===== src/rtl/lebug_pkg.sv =====
//------------------------------------------------------------------------------
// Module   : lebug_pkg
// Brief    : Shared mode encodings for the trace-path data packer.
// Revision : 1.0 - initial release
//------------------------------------------------------------------------------
`default_nettype none

package lebug_pkg;
    localparam logic [7:0] MODE_PASS = 8'd0;
    localparam logic [7:0] MODE_PACK = 8'd1;
endpackage

`default_nettype wire


===== src/rtl/data_packer_lane.sv =====
//------------------------------------------------------------------------------
// Module   : pack_lane
// Brief    : Per-chain scalar pack buffer; gathers element-0 scalars into a
//            dense vector and raises emit on the closing push.
// Revision : 1.0 - initial release
//------------------------------------------------------------------------------
`default_nettype none

module pack_lane #(
    parameter int unsigned N          = 8,
    parameter int unsigned DATA_WIDTH = 32
) (
    input  logic                           clk,
    input  logic                           rst_n,
    input  logic                           push,
    input  logic [DATA_WIDTH-1:0]          data,
    input  logic                           eof,
    input  logic                           clear,
    output logic                           emit,
    output logic [N-1:0][DATA_WIDTH-1:0]   vec,
    output logic [$clog2(N):0]             fill
);
    localparam int unsigned CW = $clog2(N);

    logic [CW-1:0]                 count;
    logic [N-1:0][DATA_WIDTH-1:0]  buffer;
    logic                          last;

    // Slots above count are always zero because the buffer is wiped on every
    // emit and clear, so the assembled vector only needs the current slot patched.
    always_comb begin
        last        = (count == CW'(N - 1)) || eof;
        emit        = push && last;
        fill        = {1'b0, count} + (CW + 1)'(1);
        vec         = buffer;
        vec[count]  = data;
    end

    always_ff @(posedge clk or negedge rst_n) begin
        if (!rst_n) begin
            count  <= '0;
            buffer <= '0;
        end else if (clear) begin
            count  <= '0;
            buffer <= '0;
        end else if (push) begin
            if (last) begin
                count  <= '0;
                buffer <= '0;
            end else begin
                buffer[count] <= data;
                count         <= count + CW'(1);
            end
        end
    end
endmodule

`default_nettype wire


===== src/rtl/data_packer.sv =====
//------------------------------------------------------------------------------
// Module   : data_packer
// Brief    : Per-chain pass-through or scalar compaction of reduce-unit vectors
//            ahead of the trace buffer; one-cycle registered output.
// Revision : 1.0 - initial release
//------------------------------------------------------------------------------
`default_nettype none

module data_packer
    import lebug_pkg::*;
#(
    parameter int unsigned N                  = 8,
    parameter int unsigned DATA_WIDTH         = 32,
    parameter int unsigned MAX_CHAINS         = 4,
    parameter int unsigned PERSONAL_CONFIG_ID = 1
) (
    input  logic                                clk,
    input  logic                                rst_n,
    input  logic                                valid_in,
    input  logic                                eof_in,
    input  logic [$clog2(MAX_CHAINS)-1:0]       chainId_in,
    input  logic                                tracing,
    input  logic [7:0]                          configId,
    input  logic [7:0]                          configData,
    input  logic [N-1:0][DATA_WIDTH-1:0]        vector_in,
    output logic                                valid_out,
    output logic                                eof_out,
    output logic [$clog2(MAX_CHAINS)-1:0]       chainId_out,
    output logic [$clog2(N):0]                  fill_out,
    output logic [N-1:0][DATA_WIDTH-1:0]        vector_out
);
    localparam int unsigned CHW = $clog2(MAX_CHAINS);
    localparam int unsigned FW  = $clog2(N) + 1;

    logic [7:0]                    mode      [MAX_CHAINS];
    logic                          lane_push [MAX_CHAINS];
    logic                          lane_clr  [MAX_CHAINS];
    logic                          lane_emit [MAX_CHAINS];
    logic [N-1:0][DATA_WIDTH-1:0]  lane_vec  [MAX_CHAINS];
    logic [FW-1:0]                 lane_fill [MAX_CHAINS];

    logic                          accept;
    logic                          cfg_wr;
    logic                          sel_pack;
    logic                          sel_emit;
    logic [N-1:0][DATA_WIDTH-1:0]  sel_vec;
    logic [FW-1:0]                 sel_fill;

    assign accept = tracing && valid_in;
    assign cfg_wr = !tracing && (configId == 8'(PERSONAL_CONFIG_ID));

    generate
        for (genvar k = 0; k < MAX_CHAINS; k++) begin : g_lane
            assign lane_push[k] = accept && (chainId_in == CHW'(k)) && (mode[k] == MODE_PACK);
            assign lane_clr[k]  = cfg_wr && (chainId_in == CHW'(k));

            pack_lane #(
                .N          (N),
                .DATA_WIDTH (DATA_WIDTH)
            ) u_lane (
                .clk   (clk),
                .rst_n (rst_n),
                .push  (lane_push[k]),
                .data  (vector_in[0]),
                .eof   (eof_in),
                .clear (lane_clr[k]),
                .emit  (lane_emit[k]),
                .vec   (lane_vec[k]),
                .fill  (lane_fill[k])
            );
        end
    endgenerate

    // An out-of-range chain id selects nothing and so falls back to pass-through.
    always_comb begin
        sel_pack = 1'b0;
        sel_emit = 1'b0;
        sel_vec  = '0;
        sel_fill = '0;
        for (int k = 0; k < MAX_CHAINS; k++) begin
            if (chainId_in == CHW'(k)) begin
                sel_pack = (mode[k] == MODE_PACK);
                sel_emit = lane_emit[k];
                sel_vec  = lane_vec[k];
                sel_fill = lane_fill[k];
            end
        end
    end

    always_ff @(posedge clk or negedge rst_n) begin
        if (!rst_n) begin
            for (int k = 0; k < MAX_CHAINS; k++) begin
                mode[k] <= MODE_PASS;
            end
        end else if (cfg_wr) begin
            for (int k = 0; k < MAX_CHAINS; k++) begin
                if (chainId_in == CHW'(k)) begin
                    mode[k] <= configData;
                end
            end
        end
    end

    always_ff @(posedge clk or negedge rst_n) begin
        if (!rst_n) begin
            valid_out   <= 1'b0;
            eof_out     <= 1'b0;
            chainId_out <= '0;
            fill_out    <= '0;
            vector_out  <= '0;
        end else begin
            valid_out <= 1'b0;
            if (accept && !sel_pack) begin
                valid_out   <= 1'b1;
                eof_out     <= eof_in;
                chainId_out <= chainId_in;
                fill_out    <= FW'(N);
                vector_out  <= vector_in;
            end else if (sel_emit) begin
                valid_out   <= 1'b1;
                eof_out     <= eof_in;
                chainId_out <= chainId_in;
                fill_out    <= sel_fill;
                vector_out  <= sel_vec;
            end
        end
    end
endmodule

`default_nettype wire


===== config.mk =====
export PLATFORM = sky130hd
export DESIGN_NAME = data_packer
export DESIGN_NICKNAME = d
export VERILOG_FILES = /design/src/rtl/lebug_pkg.sv /design/src/rtl/data_packer_lane.sv /design/src/rtl/data_packer.sv
export SDC_FILE = /design/constraint.sdc
export NUM_CORES = 2
export LEC_CHECK = 0
export ABC_AREA = 0
export BUFFER_PORTS_ARGS = -buffer_cell sky130_fd_sc_hd__clkbuf_2
export CAP_MARGIN = 20
export CORE_ASPECT_RATIO = 0.5
export CORE_MARGIN = 2
export CORE_UTILIZATION = 33
export DETAILED_ROUTE_END_ITERATION = 6
export PLACE_DENSITY_LB_ADDON = 0.05
export SYNTH_ARGS = -nofsm -noshare
export SYNTH_HDL_FRONTEND = slang
export SYNTH_SLANG_ARGS = --single-unit

===== constraint.sdc =====
create_clock -name clk -period 5.8 [get_ports clk]
set_input_delay 0.58 -clock clk [delete_from_list [all_inputs] [get_ports clk]]
set_output_delay 0.58 -clock clk [all_outputs]
set_load 0.03 [all_outputs]

### Yosys cells after proc, flatten, opt, wreduce, memory -nomap -nowiden

Cells that the tools add are included.

| word-level totals | value |
|---|---|
| input port bits | 279 |
| flip-flop bits (word level) | 1332 |
| output and inout port bits | 264 |
| logic and storage cells | 181 |

| cells by class | value |
|---|---|
| add/subtract/negate cells | 8 |
| equal/unequal tests | 12 |
| $lt $le $gt $ge | 8 |
| reductions and logical operators | 39 |
| multiplexer cells | 62 |

Operators with widths:

| kind | count |
|---|---|
| 256-bit 2-to-1 mux | 18 |
| 256-bit bitwise mux | 4 |
| 32-bit demux with 3-bit select | 4 |
| 32-bit 2-to-1 mux | 4 |
| 8-bit by 1-bit equality test with 1-bit output, second input constant | 5 |
| 3-bit 2-to-1 mux | 12 |
| 4-bit 2-to-1 mux | 6 |
| 1-bit logical AND | 23 |
| 3-bit by 1-bit adder with 4-bit output, second input constant | 4 |
| 3-bit by 4-bit less-than comparator with 1-bit output, second input constant | 4 |
| 3-bit by 1-bit adder with 3-bit output, second input constant | 4 |
| 3-bit equality test, second input constant | 4 |
| 3-bit by 1-bit >= comparator with 1-bit output, second input constant | 4 |
| 1-bit 2-to-1 mux | 12 |
| 2-bit nonzero test | 5 |
| 2-bit AND reduction | 4 |
| 2-bit equality test, second input constant | 2 |
| 1-bit logical OR | 4 |
| 2-bit 2-to-1 mux | 2 |
| 2-bit by 1-bit equality test with 1-bit output, second input constant | 1 |
| 1-bit zero test | 2 |
| 2-bit zero test | 1 |

### Logic depth before layout (Yosys ltp)

| depth | value |
|---|---|
| depth in word-level cells | 11 |
| mapped depth | 10 |
| mapped depth without buffers | 8 |

### Hierarchy

Synthesis repeated with hierarchy kept, for this count alone.

| unflattened totals | value |
|---|---|
| cell total of the unflattened synthesis | 5927 |
| area total of the unflattened synthesis | 73172.7 sq um |

Modules (own cells, without submodules):

| module | area an instance (sq um) | cells each | seq. area each (sq um) | instances |
|---|---|---|---|---|
| pack_lane | 13018.7 | 1165 | 6481.2 | 4 |
| data_packer | 21097.7 | 1267 | 7407.1 | 1 |

### Worst setup path after synthesis

No wires, ideal clock.

| timing | value |
|---|---|
| kind | input to register |
| from | input configId[5] |
| to | register g_lane[0].u_lane.buffer[193] in the netlist's numbering |
| arrival time | 2.682 ns |
| buffers on the path | 2 |
| library setup time | 0.066 ns |
| stages on the path | 8 |
| setup slack | 3.052 ns |
| required time | 5.734 ns |
| cells stage by stage | or4_4 -> or3_1 -> buf_6 -> a21oi_4 -> nand3_4 -> nor2_8 -> buf_6 -> a22o_1 |

| between the ends | value |
|---|---|
| cells in the longest elaborated chain, start to end | 4 |
| elaborated cells between the ends (all ways) | 5 |
| classes of those cells | eq/ne: 1; mux: 1; reduce/logical: 3 |

RTL lines:

| element | RTL line | source |
|---|---|---|
| from (decl) | data_packer.sv:23 | `input logic [7:0] configId,` |
| 8-bit by 1-bit equality test with 1-bit output (*) | data_packer.sv:50 | `assign cfg_wr = !tracing && (configId == 8'(PERSONAL_CONFIG_ID));` |
| 1-bit logical AND (*) | data_packer.sv:50 |  |
| 1-bit logical AND (*) | data_packer.sv:55 | `assign lane_clr[k] = cfg_wr && (chainId_in == CHW'(k));` |
| 256-bit 2-to-1 mux or 2-bit nonzero test (tied branches) | n/a |  |
| to (signal, indexed assignment) | data_packer_lane.sv:51 | `buffer[count] <= data;` |
| to (decl) | data_packer_lane.sv:26 | `logic [N-1:0][DATA_WIDTH-1:0] buffer;` |

Every way passes the cells marked *; elsewhere a longest branch is shown, timed or not.
A chain may end at the register's enable or synchronous reset.

### Worst setup path after layout

| timing | value |
|---|---|
| from | register g_lane[1].u_lane.count[1] |
| to | register vector_out[62] in the netlist's numbering |

| between the ends | value |
|---|---|
| cells in the longest elaborated chain, start to end | 10 |
| elaborated cells between the ends (all ways) | 18 |
| classes of those cells | order compare: 2; eq/ne: 1; mux: 11; reduce/logical: 4 |

RTL lines:

| element | RTL line | source |
|---|---|---|
| from (decl) | data_packer_lane.sv:25 | `logic [CW-1:0] count;` |
| from (signal assigned) | data_packer_lane.sv:52 | `count <= count + CW'(1);` |
| 3-bit by 4-bit less-than comparator with 1-bit output (not written as such) or 3-bit by 1-bit >= comparator with 1-bit output (tied branches) | data_packer_lane.sv:36 | `vec[count] = data;` |
| 1-bit logical AND (not written as such) | data_packer_lane.sv:36 |  |
| 32-bit 2-to-1 mux (not written as such) | data_packer_lane.sv:36 |  |
| 32-bit demux with 3-bit select | n/a |  |
| 256-bit bitwise mux | data_packer_lane.sv:36 |  |
| 256-bit 2-to-1 mux (3 in series) | data_packer.sv:81 | `if (chainId_in == CHW'(k)) begin` |
| 256-bit 2-to-1 mux | data_packer.sv:119 | `end else if (sel_emit) begin` |
| 256-bit 2-to-1 mux | data_packer.sv:113 | `if (accept && !sel_pack) begin` |
| to (signal assigned) | data_packer.sv:118 | `vector_out <= vector_in;` |
| to (signal assigned) | data_packer.sv:124 | `vector_out <= sel_vec;` |
| to (decl) | data_packer.sv:30 | `output logic [N-1:0][DATA_WIDTH-1:0] vector_out` |

Parallel ways exist; a longest one is shown, timed or not. The select of a mux whose other input is x is not followed.

==> results.yml <==
setup_path:
  stages_on_worst_setup_path: 9
  cp_data_arrival_time_ns: 4.80
  r2r_start: "g_lane[1].u_lane.count[1]$_DFFE_PN0P_"
  rr_worst_depth: 9
  critPathKind: "register to register"
  r2r_end: "vector_out[62]$_DFFE_PN0P_"
  worstPathCellList: "ha_1 > ha_1 > nor2_1 > or3_1 > o2111ai_4 > buf_4 > o21ai_0 > nor2_1 > o21ai_1"
  worst_stage_delay_on_the_critical_path_ns: 0.98
  critPathBufInv: 1
  element_type_at_the_critical_path_end: "register"
  cp.required_ns: 6.48
  critical_path_s_top_delay_family: "simple AND/OR/NAND/NOR gates"
  startpoint_type: "register"
  setup.reg_to_reg.worst_slack_ns: 1.68
  critPathMaxFanout: 19
  crit_path_top_delay_cell: "o2111ai_4"
floorplan:
  die_extent_in_y_um: 310
  dieWidth_um: 617
  pin_count: 543
  row_count: 112
  starting_density_of_the_core: 0.332
  fp.coreArea_sq_um: 187000
  design.die.area_sq_um: 191000
logic_synthesis:
  post_synth.cell_area_avg_sq_um: 10.1
  synth_area_leaders: "dfrtp_1, a22o_1, nand2_1, o21ai_0, mux2i_1"
  synth_cells: 6121
  postSynth.asyncResetShare: 1.00
  synth_flop_cell: "dfrtp_1"
  synth_seq_cells: 1332
  sequential_fraction_of_the_synthesis_area: 0.538
  synth.top_cell.area_share: 0.538
  synth.cell_area_sq_um: 62000
  yosys_warnings: 0
  synth_enable_flop_cells: 0
  yosysTopAreaCell: "dfrtp_1"
  yosys.cell_types.count: 75
  mapped_nets: 6408
power:
  share_clk_of_total_power: 0.439
  switching_share: 0.283
  power-per-cell-area_nw_per_um2: 293
  combPwrFrac: 0.118
  total_switching_power_mw: 6.20
  total_power_mw: 21.9
  register_share_of_total_power: 0.444
  max-vdd-ir-drop_v: 0.000232
  p_leak_nw: 32.6
  cell_internal_pwr_mw: 15.7
finish:
  post_route_cells_drive_above_1_share: 0.182
  final_util: 0.401
  areaGrowthSynthToFinish_pct: 20.7
  finish.net_count: 6904
detailed_routing:
  avgViaCountPerCell: 6.22
  ant_nets: 0
  totalWireLength_mm: 327
  drt_first_iter_violations: 7021
  detailroute.via_count: 57636
  firstDrtPassIters: 6
  count_of_unresolved_drc_violations_after_routing: 0
  drt-wirelength-per-cell_um: 35.4
clock_tree:
  worst_skew_pair.late_latency_ns: 0.84
  clk_pin_slew_worst_paths_ns: 0.06
  clock_tree.buffer_depth: 4
  cts_buffers: 146
  cts_tree: "yes"
  h-tree-depth: 4
  numClockSinks: 1332
  cts_root_buf: "clkbuf_16"
timing:
  rsz0062_at_grt: "false"
  final-setup-viol-count: 0
  tightestPinTransition_ns: 1.21
  layout_worst_path_cycle_share: 0.711
  worst_hold_slack_ns: 0.0297
  timing_max_transition_violations_final: 0
  finClkSkew_ns: 0.0349
  period_minus_slack_ns: 4.12
  timing.setup.tns_ns: 0
  maxClockFrequency_ghz: 0.243
  timing.slew.headroom: 0.192
  finalHoldViolCount: 0
flow_run:
  cap_violations: 0
global_route:
  first_pass_grt_wire_length_mm: 454
  grt_remaining_overflow: 0
  antenna_found_initial: 47
  first_global_vias: 55376
  grt_max_degree: 167
  gr-usage-all-layers: 0.335
run_status:
  status: "completed"
placed_design:
  port-buffer-count: 542
  place.gp.congestion: 0.936
  hpwl_mm: 209
min_path:
  min_delay_worst_endpoint: "vector_out[222]$_DFFE_PN0P_"
  hold_depth: 3
  worst_hold_path_type: "primary input to register"
  timing.hold.worst.start: "vector_in[222]"
## synth_stat cells, types with 68 or more instances
cell type and number:
a21oi_1 376, a22o_1 511, buf_2 68, clkbuf_1 532
dfrtp_1 1332, mux2i_1 241, nand2_1 807, nor2_1 211
nor3_1 73, o211ai_1 109, o21ai_0 570, o21ai_1 87
o221ai_1 125, o22ai_1 278, o2bb2ai_1 256
## timing repair
item                                   4_1_cts  5_1_grt
setup buffers                                0        0
setup endpoints to repair                    0        0
resized for setup                            0        0
hold buffers                               199        0
endpoints found under the hold margin      298        0
## power by group through the flow
stage	clock network [mW]	logic, mW	registers, mW
after detailed placement	0	2.45	9.89
final	9.62	2.57	9.72
after CTS	9.76	2.56	9.71
after global routing	10.1	2.72	9.74
after floorplan	0	0.823	10.3
after global placement	0	2.43	9.88
## routing by layer
| metal | track usage | part of all wire |
|---|---|---|
| met5 | 0 | 0.00040 |
| met4 | 0.150 | 0.048 |
| met3 | 0.117 | 0.12 |
| met2 | 0.478 | 0.42 |
| met1 | 0.456 | 0.42 |
## worst max-delay path by stage
stage	slack [ns]	to	from
2_1_floorplan	3.05	g_lane[0].u_lane.buffer[193]$_DFFE_PN0P_	configId[5]
3_3_place_gp	1.11	g_lane[1].u_lane.buffer[168]$_DFFE_PN0P_	tracing
3_5_place_dp	1.05	g_lane[1].u_lane.buffer[171]$_DFFE_PN0P_	tracing
4_1_cts	1.79	vector_out[50]$_DFFE_PN0P_	g_lane[1].u_lane.count[1]$_DFFE_PN0P_
5_1_grt	1.53	vector_out[109]$_DFFE_PN0P_	g_lane[1].u_lane.count[1]$_DFFE_PN0P_
6_report	1.68	vector_out[62]$_DFFE_PN0P_	g_lane[1].u_lane.count[1]$_DFFE_PN0P_
## registers in the layout (all words and copies together) (netlist names)
signal	cells
g_lane.u_lane.buffer	1024
vector_out	256
mode	32
g_lane.u_lane.count	12
fill_out	4
chainId_out	2
eof_out	1
valid_out	1
## tightest hold or removal path: stages
cell,delay (ns)
clkbuf_2,0.08
nor2_1,0.04
a21oi_1,0.10
## cell usage in the layout (no fill, tap or decap), types with 199 or more instances in the layout
cell	count
dfrtp_1	1332
nand2_1	786
o21ai_0	570
clkbuf_2	539
a22o_1	511
a21oi_1	376
o22ai_1	278
buf_4	262
o2bb2ai_1	256
mux2i_1	241
nor2_1	200
dlygate4sd3_1	199
## layout make-up
cell class	instances	area, sq um
well taps	2508	3140
fillers	18205	112000
flip-flops and latches	1332	33300
multi-input cells	4091	26200
diodes	35	87.6
inverters	14	55.1
repair buffers	1032	7280
clock inverters	28	304
clock buffers	220	4370
## cells by family after synthesis
logic type | synth area share
multiplexers | 0.0471
flip-flops | 0.538
AO/OA/AOI/OAI | 0.269
AND/OR/NAND/NOR | 0.0973
buffers and inverters | 0.0463
XOR/XNOR | 0.000141
adder cells (fa/ha/maj) | 0.00162
## stage by stage
stage	cells	instance area [sq um]	worst slack [ns]
after floorplan	6121	62000	3.05
after global placement	8762	67700	1.11
after detailed placement	8772	67900	1.05
after CTS	9219	74600	1.79
after global routing	9229	74700	1.53
final	9260	74800	1.68
(Power assumes the default switching activity.)
